`config.mk`:
```
export PLATFORM = sky130hd
export DESIGN_NAME = compare_seq
export DESIGN_NICKNAME = d
export VERILOG_FILES = /design/src/rtl/compare_pkg.sv /design/src/rtl/cmp_chunk.sv /design/src/rtl/compare_seq.sv
export SDC_FILE = /design/constraint.sdc
export NUM_CORES = 1
export LEC_CHECK = 0
export BUFFER_PORTS_ARGS = -buffer_cell sky130_fd_sc_hd__buf_2
export CAP_MARGIN = 25
export CORE_AREA = 5 5 93 95
export CTS_BUF_LIST = sky130_fd_sc_hd__clkbuf_4 sky130_fd_sc_hd__clkbuf_8
export DETAILED_ROUTE_END_ITERATION = 10
export DIE_AREA = 0 0 98 100
export GPL_TIMING_DRIVEN = 0
export PLACE_DENSITY = 0.74
export SKIP_LAST_GASP = 1
export SYNTH_ARGS = -nofsm -noshare
export SYNTH_HDL_FRONTEND = slang
export SYNTH_HIERARCHICAL = 1
export SYNTH_SLANG_ARGS = --single-unit
export TNS_END_PERCENT = 50
```
`constraint.sdc`:
```
create_clock -name clk -period 5.9 [get_ports clk]
set_input_delay 1.18 -clock clk [delete_from_list [all_inputs] [get_ports clk]]
set_output_delay 1.18 -clock clk [all_outputs]
set_load 0.01 [all_outputs]
```
`src/rtl/compare_pkg.sv`:
```
// Shared constants for compare_seq: FSM state encodings and one-hot result codes.
package compare_pkg;

    localparam logic [1:0] CMP_IDLE = 2'd0;
    localparam logic [1:0] CMP_CMP  = 2'd1;
    localparam logic [1:0] CMP_DONE = 2'd2;

    typedef enum logic [1:0] {
        ST_IDLE = CMP_IDLE,
        ST_CMP  = CMP_CMP,
        ST_DONE = CMP_DONE
    } cmp_state_t;

    // Result bits ordered {PBIG, SAME, QBIG}
    localparam logic [2:0] RES_NONE = 3'b000;
    localparam logic [2:0] RES_PBIG = 3'b100;
    localparam logic [2:0] RES_SAME = 3'b010;
    localparam logic [2:0] RES_QBIG = 3'b001;

    function automatic int idx_width(input int n);
        return (n > 1) ? $clog2(n) : 1;
    endfunction

endpackage

```
`src/rtl/cmp_chunk.sv`:
```
// Combinational compare of one CHUNK-bit slice; flip_msb turns the slice
// into a two's-complement ordering by inverting the MSB of both operands.
module cmp_chunk #(
    parameter int CHUNK = 8
) (
    input  logic [CHUNK-1:0] a,
    input  logic [CHUNK-1:0] b,
    input  logic             flip_msb,
    output logic             gt,
    output logic             eq
);

    logic [CHUNK-1:0] msb_mask;

    always_comb begin
        msb_mask = '0;
        msb_mask[CHUNK-1] = flip_msb;
    end

    assign gt = (a ^ msb_mask) > (b ^ msb_mask);
    assign eq = (a == b);

endmodule

```
`src/rtl/compare_seq.sv`:
```
// Multi-cycle magnitude comparator, MSB chunk first with early exit and
// valid/ready on both sides. Define CMP_SIGNED_EN to add the signed_mode port.
module compare_seq
    import compare_pkg::*;
#(
    parameter int W     = 32,
    parameter int CHUNK = 8
) (
    input  logic         clk,
    input  logic         rst,
    input  logic         in_valid,
    output logic         in_ready,
    input  logic [W-1:0] P,
    input  logic [W-1:0] Q,
`ifdef CMP_SIGNED_EN
    input  logic         signed_mode,
`endif
    output logic         out_valid,
    input  logic         out_ready,
    output logic         PBIG,
    output logic         SAME,
    output logic         QBIG
);

    localparam int NCHUNK = W / CHUNK;
    localparam int IDXW   = idx_width(NCHUNK);
    localparam logic [IDXW-1:0] IDX_TOP = IDXW'(NCHUNK - 1);

    generate
        if (CHUNK < 1 || (W % CHUNK) != 0) begin : g_bad_cfg
            $error("compare_seq: W must be a positive multiple of CHUNK");
        end
    endgenerate

    cmp_state_t      state_q, state_d;
    logic [IDXW-1:0] idx_q, idx_d;
    logic [W-1:0]    p_q, p_d;
    logic [W-1:0]    q_q, q_d;
    logic            in_ready_q, in_ready_d;
    logic            out_valid_q, out_valid_d;
    logic [2:0]      res_q, res_d;
    logic            flip_msb;
    logic [CHUNK-1:0] a_chunk, b_chunk;
    logic            chunk_gt, chunk_eq;

`ifdef CMP_SIGNED_EN
    logic signed_q, signed_d;
    // Only the top chunk carries the sign bit
    assign flip_msb = signed_q && (idx_q == IDX_TOP);
`else
    assign flip_msb = 1'b0;
`endif

    assign a_chunk = p_q[idx_q*CHUNK +: CHUNK];
    assign b_chunk = q_q[idx_q*CHUNK +: CHUNK];

    cmp_chunk #(.CHUNK(CHUNK)) u_chunk (
        .a        (a_chunk),
        .b        (b_chunk),
        .flip_msb (flip_msb),
        .gt       (chunk_gt),
        .eq       (chunk_eq)
    );

    always_comb begin
        state_d     = state_q;
        idx_d       = idx_q;
        p_d         = p_q;
        q_d         = q_q;
        in_ready_d  = in_ready_q;
        out_valid_d = out_valid_q;
        res_d       = res_q;
`ifdef CMP_SIGNED_EN
        signed_d    = signed_q;
`endif
        case (state_q)
            ST_IDLE: begin
                in_ready_d = 1'b1;
                if (in_valid && in_ready_q) begin
                    p_d        = P;
                    q_d        = Q;
`ifdef CMP_SIGNED_EN
                    signed_d   = signed_mode;
`endif
                    idx_d      = IDX_TOP;
                    res_d      = RES_NONE;
                    in_ready_d = 1'b0;
                    state_d    = ST_CMP;
                end
            end
            ST_CMP: begin
                if (!chunk_eq) begin
                    res_d       = chunk_gt ? RES_PBIG : RES_QBIG;
                    out_valid_d = 1'b1;
                    state_d     = ST_DONE;
                end else if (idx_q == '0) begin
                    res_d       = RES_SAME;
                    out_valid_d = 1'b1;
                    state_d     = ST_DONE;
                end else begin
                    idx_d = idx_q - 1'b1;
                end
            end
            ST_DONE: begin
                // Flags intentionally keep their value after the handshake
                if (out_ready) begin
                    out_valid_d = 1'b0;
                    in_ready_d  = 1'b1;
                    state_d     = ST_IDLE;
                end
            end
            default: state_d = ST_IDLE;
        endcase
    end

    always_ff @(posedge clk or posedge rst) begin
        if (rst) begin
            state_q     <= ST_IDLE;
            idx_q       <= '0;
            p_q         <= '0;
            q_q         <= '0;
            in_ready_q  <= 1'b0;
            out_valid_q <= 1'b0;
            res_q       <= RES_NONE;
`ifdef CMP_SIGNED_EN
            signed_q    <= 1'b0;
`endif
        end else begin
            state_q     <= state_d;
            idx_q       <= idx_d;
            p_q         <= p_d;
            q_q         <= q_d;
            in_ready_q  <= in_ready_d;
            out_valid_q <= out_valid_d;
            res_q       <= res_d;
`ifdef CMP_SIGNED_EN
            signed_q    <= signed_d;
`endif
        end
    end

    assign in_ready  = in_ready_q;
    assign out_valid = out_valid_q;
    assign PBIG      = res_q[2];
    assign SAME      = res_q[1];
    assign QBIG      = res_q[0];

endmodule

```
==> qor.yml, run 1 <==
setup_path:
  r2r-end: "idx_q[1]"
  cp.required_ns: 6.16
  cp-endpoint: "idx_q[1]"
  path_max_fanout: 10
  critPathArrivalTime_ns: 3.44
  r2r-start: "idx_q[1]"
  crit_start: "idx_q[1]"
  reg2regPathDepth: 9
  critPathKind: "reg2reg"
  reg2reg_slack_ns: 2.72
  end_kind: "flip-flop"
  cp-start-kind: "flip-flop"
clock_tree:
  clk_pin_slew_ns: 0.07
  cts_max_level: 3
  ctsHoldBuffers: 0
  cts_sinks: 73
  clock_latency_ns: 0.34
  post_cts_buffers: 0
  numCtsBuffers: 9
  cts_tree: "built"
  post_cts_resize_count: 0
  clock_path_buffers: 2
  clockRootBuffer: "clkbuf_8"
die:
  core-area_um2: 7650
  fp-row-count: 32
  die_w_um: 98
  ios: 73
  start_util_pct: 44.4
  die_h_um: 100
  dieArea_um2: 9800
sta:
  fin_hold_ws_ns: 0.489
  worst_slew_pin_slew_ns: 0.872
  rsz0062_at_grt: "no"
  finalSetupTns_ns: 0
  max_freq_mhz: 314
  relSlewSlack_pct: 41.8
  setup_viol: 0
  hold_viol: 0
  period_needed_ns: 3.18
  finalCritPeriodShare_pct: 53.9
  clock_skew_ns: 0.0108
  maxSlewViolCount: 0
layout:
  utilization_pct: 53.7
  areaGrowthSynthToFinish_pct: 20.9
  layout_commonest_cell: "buf_2"
  fin_nets: 386
  final_cell_mix: "buf_2, dfrtp_1, mux2_2, mux4_2"
  antenna_cells: 0
  drive_above_1_share_pct: 55.9
synth:
  synthArstFlopShare_pct: 100
  ys_ff_latch: 73
  syn_area_per_cell_um2: 15.0
  synth_edf_count: 0
  synth.distinct_cells: 31
  ys_seq_area_share_pct: 53.8
  ys_warn_count: 6
  synth_area_um2: 3400
  netlist_instances: 226
  ys.flop_type: "dfrtp_1"
placed_design:
  portBuffers: 72
  gp_congestion: 0.757
  hpwlAfterDp_um: 5260
detailed_routing:
  avgRoutedWirePerCell_um: 16.9
  drcViolationCount: 0
  first_pass_iters: 4
  drt_wl_total_um: 7070
  viasPerCell: 5.11
  num_vias: 2131
  drtIter0Drc: 95
  ant_nets: 0
global_route:
  grt_max_degree: 74
  gr-total-overflow: 0
  grt_use_total_pct: 15.5
  grt_antenna_before_repair: 0
  grt_pass1_vias: 2371
  grt_pass1_wl_um: 11800
run:
  drv_cap: 0
hold_path:
  hp-class: "reg2reg"
pwr:
  ir_worst_vdd_uv: 230
  p_per_area_nw_per_um2: 501
  p_leak_nw: 1.90
  p_total_mw: 2.06
run_status:
  status: "finished, final reports clean"
[synthesized netlist by cell type (3+ instances only)]
cell	number	area, um2
dfrtp_1	73	1830
mux2_2	57	642
mux4_2	16	360
inv_1	13	48.8
ha_1	8	100
a21oi_1	7	35.0
mux2_1	7	78.8
buf_4	6	45.0
nand2b_1	4	25.0
buf_2	3	15.0
nand2_1	3	11.3
nor2_1	3	11.3
[per-stage QoR]
stage | instances | setup slack [ns] | instance area [um2]
floorplan | 227 | 2.87 | 3400
global placement | 401 | 2.08 | 3890
detailed placement | 401 | 2.64 | 3890
CTS | 417 | 2.62 | 4110
global route | 417 | 2.35 | 4110
finish | 417 | 2.72 | 4110
[final cells by class]
class	count	area [um2]
Inverter	13	51.3
Buffer	12	90.1
Tap cell	102	128
Multi-Input combinational cell	129	1440
Fill cell	668	3540
Clock buffer	14	180
Clock inverter	2	35.0
Sequential cell	73	1830
Timing Repair Buffer	72	360
[logic make-up after synthesis]
family,count (synthesis),share of synthesized area [%]
AO/OA/AOI/OAI,17,3.20
multiplexers,80,31.8
adder cells (fa/ha/maj),8,2.95
XOR/XNOR,1,0.479
flip-flops,73,53.8
other,1,0.110
AND/OR/NAND/NOR,21,3.57
buffers and inverters,25,4.09
[registers in the layout, summed over array words and instances (netlist names)]
| name | count |
|---|---|
| idx_q | 2 |
| in_ready | 1 |
| out_valid | 1 |
| p_q | 32 |
| q_q | 32 |
| res_q | 3 |
| state_q | 2 |
[power breakdown]
part	switching, mW	internal, mW
combinational	0.304	0.465
clock	0.179	0.239
sequential	0.124	0.745
total	0.607	1.45
[worst min path at each step]
stage | slack [ns] | start | endpoint | depth (start not counted)
6_report | 0.49 | p_q[23] | p_q[23] | 1
5_1_grt | 0.51 | q_q[27] | q_q[27] | 1
4_1_cts | 0.49 | p_q[20] | p_q[20] | 1
3_5_place_dp | 0.47 | p_q[20] | p_q[20] | 1
3_3_place_gp | 0.46 | p_q[18] | p_q[18] | 1
2_1_floorplan | 0.45 | p_q[18] | p_q[18] | 1
[critical path, stage by stage, from the launching register on]
cell and delay [ns]:
dfrtp_1 0.32, clkbuf_1 0.44, buf_2 0.38, mux4_2 0.34
ha_1 0.32, nand4_1 0.11, nor2_1 0.27, nor4bb_1 0.56
or2_2 0.22, a2bb2oi_1 0.15
[routing by layer]
metal	vias to the layer above	GRT usage (%)	wire length [um]	share of wire, %
met5	-	0	0	0
met4	0	5.43	111	1.6
met3	10	4.38	352	5.0
met2	55	25.4	3470	49
met1	1084	20.0	3130	44
li1	982	-	-	-
Note: power is estimated with default switching activity, not from simulation.
==> run 2: changes to the inputs <==
--- a/config.mk
+++ b/config.mk
@@ -5,14 +5,15 @@
 export SDC_FILE = /design/constraint.sdc
 export NUM_CORES = 1
 export LEC_CHECK = 0
+export ABC_AREA = 1
 export BUFFER_PORTS_ARGS = -buffer_cell sky130_fd_sc_hd__buf_2
 export CAP_MARGIN = 25
-export CORE_AREA = 5 5 93 95
+export CORE_AREA = 5 5 102 104
 export CTS_BUF_LIST = sky130_fd_sc_hd__clkbuf_4 sky130_fd_sc_hd__clkbuf_8
 export DETAILED_ROUTE_END_ITERATION = 10
-export DIE_AREA = 0 0 98 100
+export DIE_AREA = 0 0 107 109
 export GPL_TIMING_DRIVEN = 0
-export PLACE_DENSITY = 0.74
+export PLACE_DENSITY = 0.75
 export SKIP_LAST_GASP = 1
 export SYNTH_ARGS = -nofsm -noshare
 export SYNTH_HDL_FRONTEND = slang
==> constraint.sdc (replaced) <==
create_clock -name clk -period 2.8 [get_ports clk]
set_input_delay 0.56 -clock clk [delete_from_list [all_inputs] [get_ports clk]]
set_output_delay 0.56 -clock clk [all_outputs]
set_load 0.01 [all_outputs]
==> run 2 against run 1 <==
Compared with the run above:
- synthesized cell count rose by 110%
- die area rose by 19%
- fmax rose by 26%
- sequential share of layout area fell by 6.8 points
- via count rose by 62%
- critical endpoint is now idx_q[0]
- largest cell class is now multi-input gates
- largest power group is now combinational cells
==> qor.yml, run 2 <==
sta:
  finalCritPeriodShare_pct: 90.4  # +36 points
  clock_skew_ns: 0.00892  # -0.00189 ns
  hold_viol: 0  # unchanged
  period_needed_ns: 2.53  # -0.651 ns
  rsz0062_at_grt: "no"
  max_freq_mhz: 395  # +26%
  setup_viol: 0  # unchanged
  maxSlewViolCount: 0  # unchanged
  relSlewSlack_pct: 40.5  # -1.4 points
  worst_slew_pin_slew_ns: 0.893  # +0.0209 ns
clock_tree:
  cts_tree: "built"
  clk_pin_slew_ns: 0.08  # about the same
  cts_max_level: 3  # unchanged
  post_cts_buffers: 0  # unchanged
  numCtsBuffers: 9  # unchanged
  clock_latency_ns: 0.35  # about the same
  clock_path_buffers: 2  # unchanged
  cts_sinks: 73  # unchanged
  clockRootBuffer: "clkbuf_8"
pwr:
  combPwrFrac_pct: 54.5  # +17 points
  pwr-share-clk_pct: 13.8  # -6.5 points
  intPower_mw: 3.20  # +120%
  ir_worst_vdd_uv: 437  # +90%
  netSwitchingPower_mw: 2.69  # +340%
  p_per_area_nw_per_um2: 1220  # +140%
  pwr-share-seq_pct: 31.7  # -11 points
  p_leak_nw: 2.50  # +32%
  sw_frac_of_total_pct: 45.6  # +16 points
synth:
  synth_xor_area_share_pct: 0  # -0.48 points
  synth-simple-area-share_pct: 36.3  # +33 points
  ys_warn_count: 6  # unchanged
  synth-compound-area-share_pct: 6.82  # +3.6 points
  synth_mux_area_share_pct: 0  # -32 points
  synthAdderAreaFrac_pct: 2.43  # -0.52 points
  synth_top_family_by_area: "simple AND/OR/NAND/NOR gates"
  ys_seq_area_share_pct: 44.3  # -9.5 points
  yosysTopAreaCell: "dfrtp_1"
  synth_top_area_share_pct: 44.3  # -9.5 points
  netlist_instances: 484  # +110%
  ys_ff_latch: 73  # unchanged
  syn_area_per_cell_um2: 8.52  # -43%
  synth_edf_count: 0  # unchanged
  synth.distinct_cells: 26  # -16%
  synth_area_um2: 4130  # +21%
  ys.flop_type: "dfrtp_1"
  synthTopCellsByCount: "nand2_1, dfrtp_1, nor2_1"
  synth_area_leaders: "dfrtp_1, nand2_1, nand3_2"
  yosysMostFrequentCell: "nand2_1"
  synthArstFlopShare_pct: 100  # unchanged
run:
  drv_cap: 0  # unchanged
placed_design:
  gp_congestion: 0.889  # +17%
  portBuffers: 72  # unchanged
  dp_cells: 672  # +68%
  hpwlAfterDp_um: 7640  # +45%
setup_path:
  path_max_fanout: 10  # unchanged
  reg2reg_slack_ns: 0.27  # -2.45 ns
  r2r-end: "idx_q[0]"
  cp.required_ns: 3.09  # -3.07 ns
  r2r-start: "idx_q[0]"
  cp-start-kind: "flip-flop"
  critPathKind: "reg2reg"
  end_kind: "flip-flop"
  reg2regPathDepth: 16  # +7
  critPathArrivalTime_ns: 2.82  # -0.62 ns
die:
  die_w_um: 107  # +9.2%
  start_util_pct: 43.6  # -0.81 points
  die_h_um: 109  # +9.0%
  ios: 73  # unchanged
  fp-row-count: 36  # +13%
  dieArea_um2: 11700  # +19%
  core-area_um2: 9460  # +24%
run_status:
  status: "finished, final reports clean"
hold_path:
  hp-class: "in2async"
global_route:
  grt_use_total_pct: 17.8  # +2.3 points
  grt_antenna_before_repair: 0  # unchanged
  grt_pass1_wl_um: 16100  # +37%
  grt_max_degree: 74  # unchanged
  gr-total-overflow: 0  # unchanged
  grt_pass1_vias: 3351  # +41%
layout:
  drive_above_1_share_pct: 32.2  # -24 points
  layout_commonest_cell: "nand2_1"
  final_cell_mix: "nand2_1, buf_2, dfrtp_1, nor2_1, nand3_2"
  antenna_cells: 0  # unchanged
  instances_no_fill: 688  # +65%
  reg_top3: "p_q x32, q_q x32, res_q x3"
  areaGrowthSynthToFinish_pct: 17.5
  fin_nets: 645  # +67%
  utilization_pct: 51.2  # -2.5 points
detailed_routing:
  drtIter0Drc: 207  # +120%
  drt_wl_total_um: 10100  # +42%
  avgRoutedWirePerCell_um: 14.6  # -14%
  viasPerCell: 5.02  # -1.7%
  num_vias: 3456  # +62%
  first_pass_iters: 6  # +2
  ant_nets: 0  # unchanged
  drcViolationCount: 0  # unchanged
==> run 2: how the worst max path moves through the flow <==
stage	start	to	slack (ns)
2_1_floorplan	rst	idx_q[0]	0.39
3_3_place_gp	rst	q_q[31]	-0.39
5_1_grt	idx_q[1]	idx_q[0]	0.03
6_report	idx_q[0]	idx_q[0]	0.27
4_1_cts	idx_q[1]	idx_q[0]	0.08
3_5_place_dp	idx_q[1]	idx_q[0]	0.09
==> run 2: final cells by class <==
type / count / area [um2]
sequential: 73 / 1830
inverter: 22 / 85.1
buffer: 31 / 334
multi-input combinational: 360 / 1900
tap: 114 / 143
clock buffer: 9 / 124
clock inverter: 7 / 71.3
timing repair buffer: 72 / 360
fill: 916 / 4610
==> run 2: kinds of logic (layout without fill, tap and decap cells) <==
logic type,after synthesis,in the layout
fa+ha+maj,8,8
flops,73,73
simple gates,294,294
compound gates,55,55
buf+inv,53,141
other cells,1,3
==> run 2: power groups by stage <==
stage,logic (mW),clock network [mW],registers [mW]
6_report,3.21,0.812,1.87
3_5_place_dp,3.17,0,1.88
4_1_cts,3.17,0.824,1.87
3_3_place_gp,3.06,0,1.86
5_1_grt,3.60,0.877,1.93
2_1_floorplan,2.47,0,1.77
==> run 2: metrics by stage <==
stage               cell area, um2  power [mW]  hold WS [ns]  TNS, ns  worst slack (ns)
global placement              4640        4.93         0.455   -28.07            -0.388
detailed placement            4640        5.05         0.458        0            0.0932
CTS                           4830        5.86         0.392        0            0.0822
global route                  4850        6.41         0.400        0            0.0291
finish                        4850        5.89         0.384        0             0.269
floorplan                     4130        4.24         0.437        0             0.387
==> run 2: what timing repair did <==
action / in CTS / in global routing
endpoints found under the hold margin: 0 / 0
setup endpoints to repair: 0 / 8
resized for setup: 0 / 8
hold buffers: 0 / 0
==> run 2: per-layer routing <==
layer / GRT usage (%) / up-vias / part of all wire [%]
met2: 28.7 / 88 / 48
met3: 2.90 / 14 / 5.1
met1: 24.1 / 1634 / 45
met4: 7.21 / 0 / 1.9
met5: 0 / - / 0
li1: - / 1720 / -
==> run 2: critical path: stages, from the launching register on <==
cell and delay (ns):
dfrtp_1 0.34, buf_2 0.18, inv_2 0.09, buf_2 0.20
o21ai_1 0.23, o21ai_1 0.12, ha_1 0.29, nand2_1 0.05
inv_1 0.06, nand3_1 0.11, nor3_4 0.29, inv_1 0.10
nor2_1 0.09, nand2_1 0.10, nand2_2 0.09, nand2_1 0.06
nand2_1 0.05
==> run 3: changes to the inputs <==
--- a/config.mk
+++ b/config.mk
@@ -14,6 +14,7 @@
 export DIE_AREA = 0 0 107 109
 export GPL_TIMING_DRIVEN = 0
 export PLACE_DENSITY = 0.75
+export RECOVER_POWER = 25
 export SKIP_LAST_GASP = 1
 export SYNTH_ARGS = -nofsm -noshare
 export SYNTH_HDL_FRONTEND = slang
==> run 3 against run 2 <==
Compared with the run above:
- the flow now finishes with violations (max-capacitance violations)
- highest routed layer unchanged
- first-iteration DRC count stayed put
- critical endpoint unchanged
- setup slack improved by 0.0053 ns
- die area did not move
- design area is essentially flat
- worst hold slack better by 0.013 ns
- sequential share of layout area barely moved
- sequential power about the same
- critical path depth stayed put
==> qor.yml, run 3 (synthesized netlist as in run 2, its figures left out) <==
die:
  ios: 73  # unchanged
  die_w_um: 107  # unchanged
  core-area_um2: 9460  # unchanged
  die_h_um: 109  # unchanged
  dieArea_um2: 11700  # unchanged
  start_util_pct: 43.6  # unchanged
  fp-row-count: 36  # unchanged
global_route:
  grt_use_total_pct: 17.8  # unchanged
  gr-total-overflow: 0  # unchanged
  grt_antenna_before_repair: 0  # unchanged
  grt_pass1_vias: 3351  # unchanged
  grt_pass1_wl_um: 16100  # unchanged
  grt_max_degree: 74  # unchanged
setup_path:
  reg2regPathDepth: 16  # unchanged
  critPathKind: "reg2reg"
  reg2reg_slack_ns: 0.27  # about the same
  r2r-start: "idx_q[0]"
  path_max_fanout: 10  # unchanged
  cpPeakStageDelay_ns: 0.34  # about the same
  cp-start-kind: "flip-flop"
  critical_path.most_common_cell: "nand2_1"
  cp.required_ns: 3.09  # about the same
  crit_path_top_delay_cell: "dfrtp_1"
  critPathArrivalTime_ns: 2.81  # about the same
  end_kind: "flip-flop"
  r2r-end: "idx_q[0]"
  cp_cell_sequence: "buf_2, inv_2, buf_2, o21ai_1, o21ai_1, ha_1, nand2_1, inv_1, nand3_1, nor3_4, inv_1, nor2_1, nand2_1, nand2_2, nand2_1, nand2_1"
sta:
  hold_viol: 0  # unchanged
  clock_skew_ns: 0.00947  # +0.000551 ns
  rsz0062_at_grt: "no"
  maxSlewViolCount: 0  # unchanged
  relSlewSlack_pct: 1.00  # -39 points
  period_needed_ns: 2.53  # -0.00526 ns
  finalCritPeriodShare_pct: 90.2  # -0.19 points
  setup_viol: 0  # unchanged
  worst_slew_pin_slew_ns: 1.48  # +0.592 ns
  max_freq_mhz: 396  # +0.21%
clock_tree:
  cts_sinks: 73  # unchanged
  clock_path_buffers: 2  # unchanged
  clk_pin_slew_ns: 0.08  # about the same
  clock_latency_ns: 0.35  # about the same
  cts_tree: "built"
  post_cts_buffers: 0  # unchanged
  ctsHoldBuffers: 0  # unchanged
  cts_max_level: 3  # unchanged
  clockRootBuffer: "clkbuf_8"
  numCtsBuffers: 9  # unchanged
pwr:
  ir_worst_vdd_uv: 436  # -0.14%
  p_total_mw: 5.89  # about the same
  sw_frac_of_total_pct: 45.6  # about the same
  p_per_area_nw_per_um2: 1220  # about the same
  p_leak_nw: 2.50  # about the same
  netSwitchingPower_mw: 2.69  # about the same
  intPower_mw: 3.20  # about the same
  combPwrFrac_pct: 54.4  # about the same
  pwr-share-seq_pct: 31.8  # about the same
  pwr-share-clk_pct: 13.8  # about the same
detailed_routing:
  num_vias: 3449  # -0.20%
  drt_wl_total_um: 10000  # -0.17%
  drtIter0Drc: 207  # unchanged
  avgRoutedWirePerCell_um: 14.6  # -0.17%
  ant_nets: 0  # unchanged
  drcViolationCount: 0  # unchanged
  viasPerCell: 5.01  # -0.20%
  first_pass_iters: 5  # -1
layout:
  fin_nets: 645  # unchanged
  drive_above_1_share_pct: 32.2  # unchanged
  layout_commonest_cell: "nand2_1"
  antenna_cells: 0  # unchanged
  instances_no_fill: 688  # unchanged
  areaGrowthSynthToFinish_pct: 17.4  # about the same
  reg_top3: "p_q x32, q_q x32, res_q x3"
  final_cell_mix: "nand2_1, buf_2, dfrtp_1, nor2_1, nand3_2"
  fin_area_um2: 4840  # about the same
hold_path:
  hp-class: "in2reg"
  hp-start: "out_ready"
  whs_path_depth: 2
  whs_endpoint: "state_q[1]"
placed_design:
  portBuffers: 72  # unchanged
  place_area_um2: 4640  # unchanged
  gp_congestion: 0.889  # unchanged
  dp_cells: 672  # unchanged
  hpwlAfterDp_um: 7640  # unchanged
run:
  drv_cap: 1  # +1
run_status:
  status: "finished with violations"
  violations: "max-capacitance violations"
## run 3: cell counts in the layout (fill, tap and decap cells not counted)
Identical to the previous run, type by type.
## run 3: layout make-up
class	count	area (um2)
Clock inverter	7	71.3
Timing Repair Buffer	72	360
Fill cell	917	4620
Tap cell	114	143
Buffer	31	334
Clock buffer	9	124
Inverter	22	82.6
Sequential cell	73	1830
Multi-Input combinational cell	360	1900
## run 3: stage by stage
stage | TNS [ns] | setup WS [ns] | util [%] | hold slack, ns
5_1_grt | 0 | 0.0291 | 51.2 | 0.400
3_3_place_gp | -28.07 | -0.388 | 49.0 | 0.455
6_report | 0 | 0.275 | 51.2 | 0.397
2_1_floorplan | 0 | 0.387 | - | 0.437
4_1_cts | 0 | 0.0822 | 51.1 | 0.392
3_5_place_dp | 0 | 0.0932 | 49.0 | 0.458
## run 3: timing repair
| item | in CTS | in global routing |
|---|---|---|
| endpoints found under the setup margin | 0 | 8 |
| hold endpoints to repair | 0 | 0 |
| gates resized for setup | 0 | 8 |
## run 3: worst max-delay path: cells and delay by family, from the launching register on
family	cells	cell delay (ns)
compound gates	2	0.35
simple gates	8	0.84
fa+ha+maj	1	0.29
flops	1	0.34
buf+inv	5	0.63
## run 3: how the worst max path moves through the flow
stage / slack, ns / start / depth (start not counted) / endpoint
4_1_cts: 0.08 / idx_q[1] / 16 / idx_q[0]
6_report: 0.27 / idx_q[0] / 16 / idx_q[0]
3_5_place_dp: 0.09 / idx_q[1] / 16 / idx_q[0]
2_1_floorplan: 0.39 / rst / 1 / idx_q[0]
5_1_grt: 0.03 / idx_q[1] / 14 / idx_q[0]
3_3_place_gp: -0.39 / rst / 2 / q_q[31]
## run 3: power by group through the flow
stage | clock (mW) | combinational (mW) | sequential [mW]
2_1_floorplan | 0 | 2.47 | 1.77
3_3_place_gp | 0 | 3.06 | 1.86
3_5_place_dp | 0 | 3.17 | 1.88
4_1_cts | 0.824 | 3.17 | 1.87
5_1_grt | 0.877 | 3.60 | 1.93
6_report | 0.812 | 3.21 | 1.87
## run 3: metal layers
layer,vias to the layer above,part of all wire (%),track usage (%)
li1,1720,-,-
met1,1631,45,24.1
met2,84,48,28.7
met3,14,5.2,2.90
met4,0,2.2,7.21
met5,-,0,0
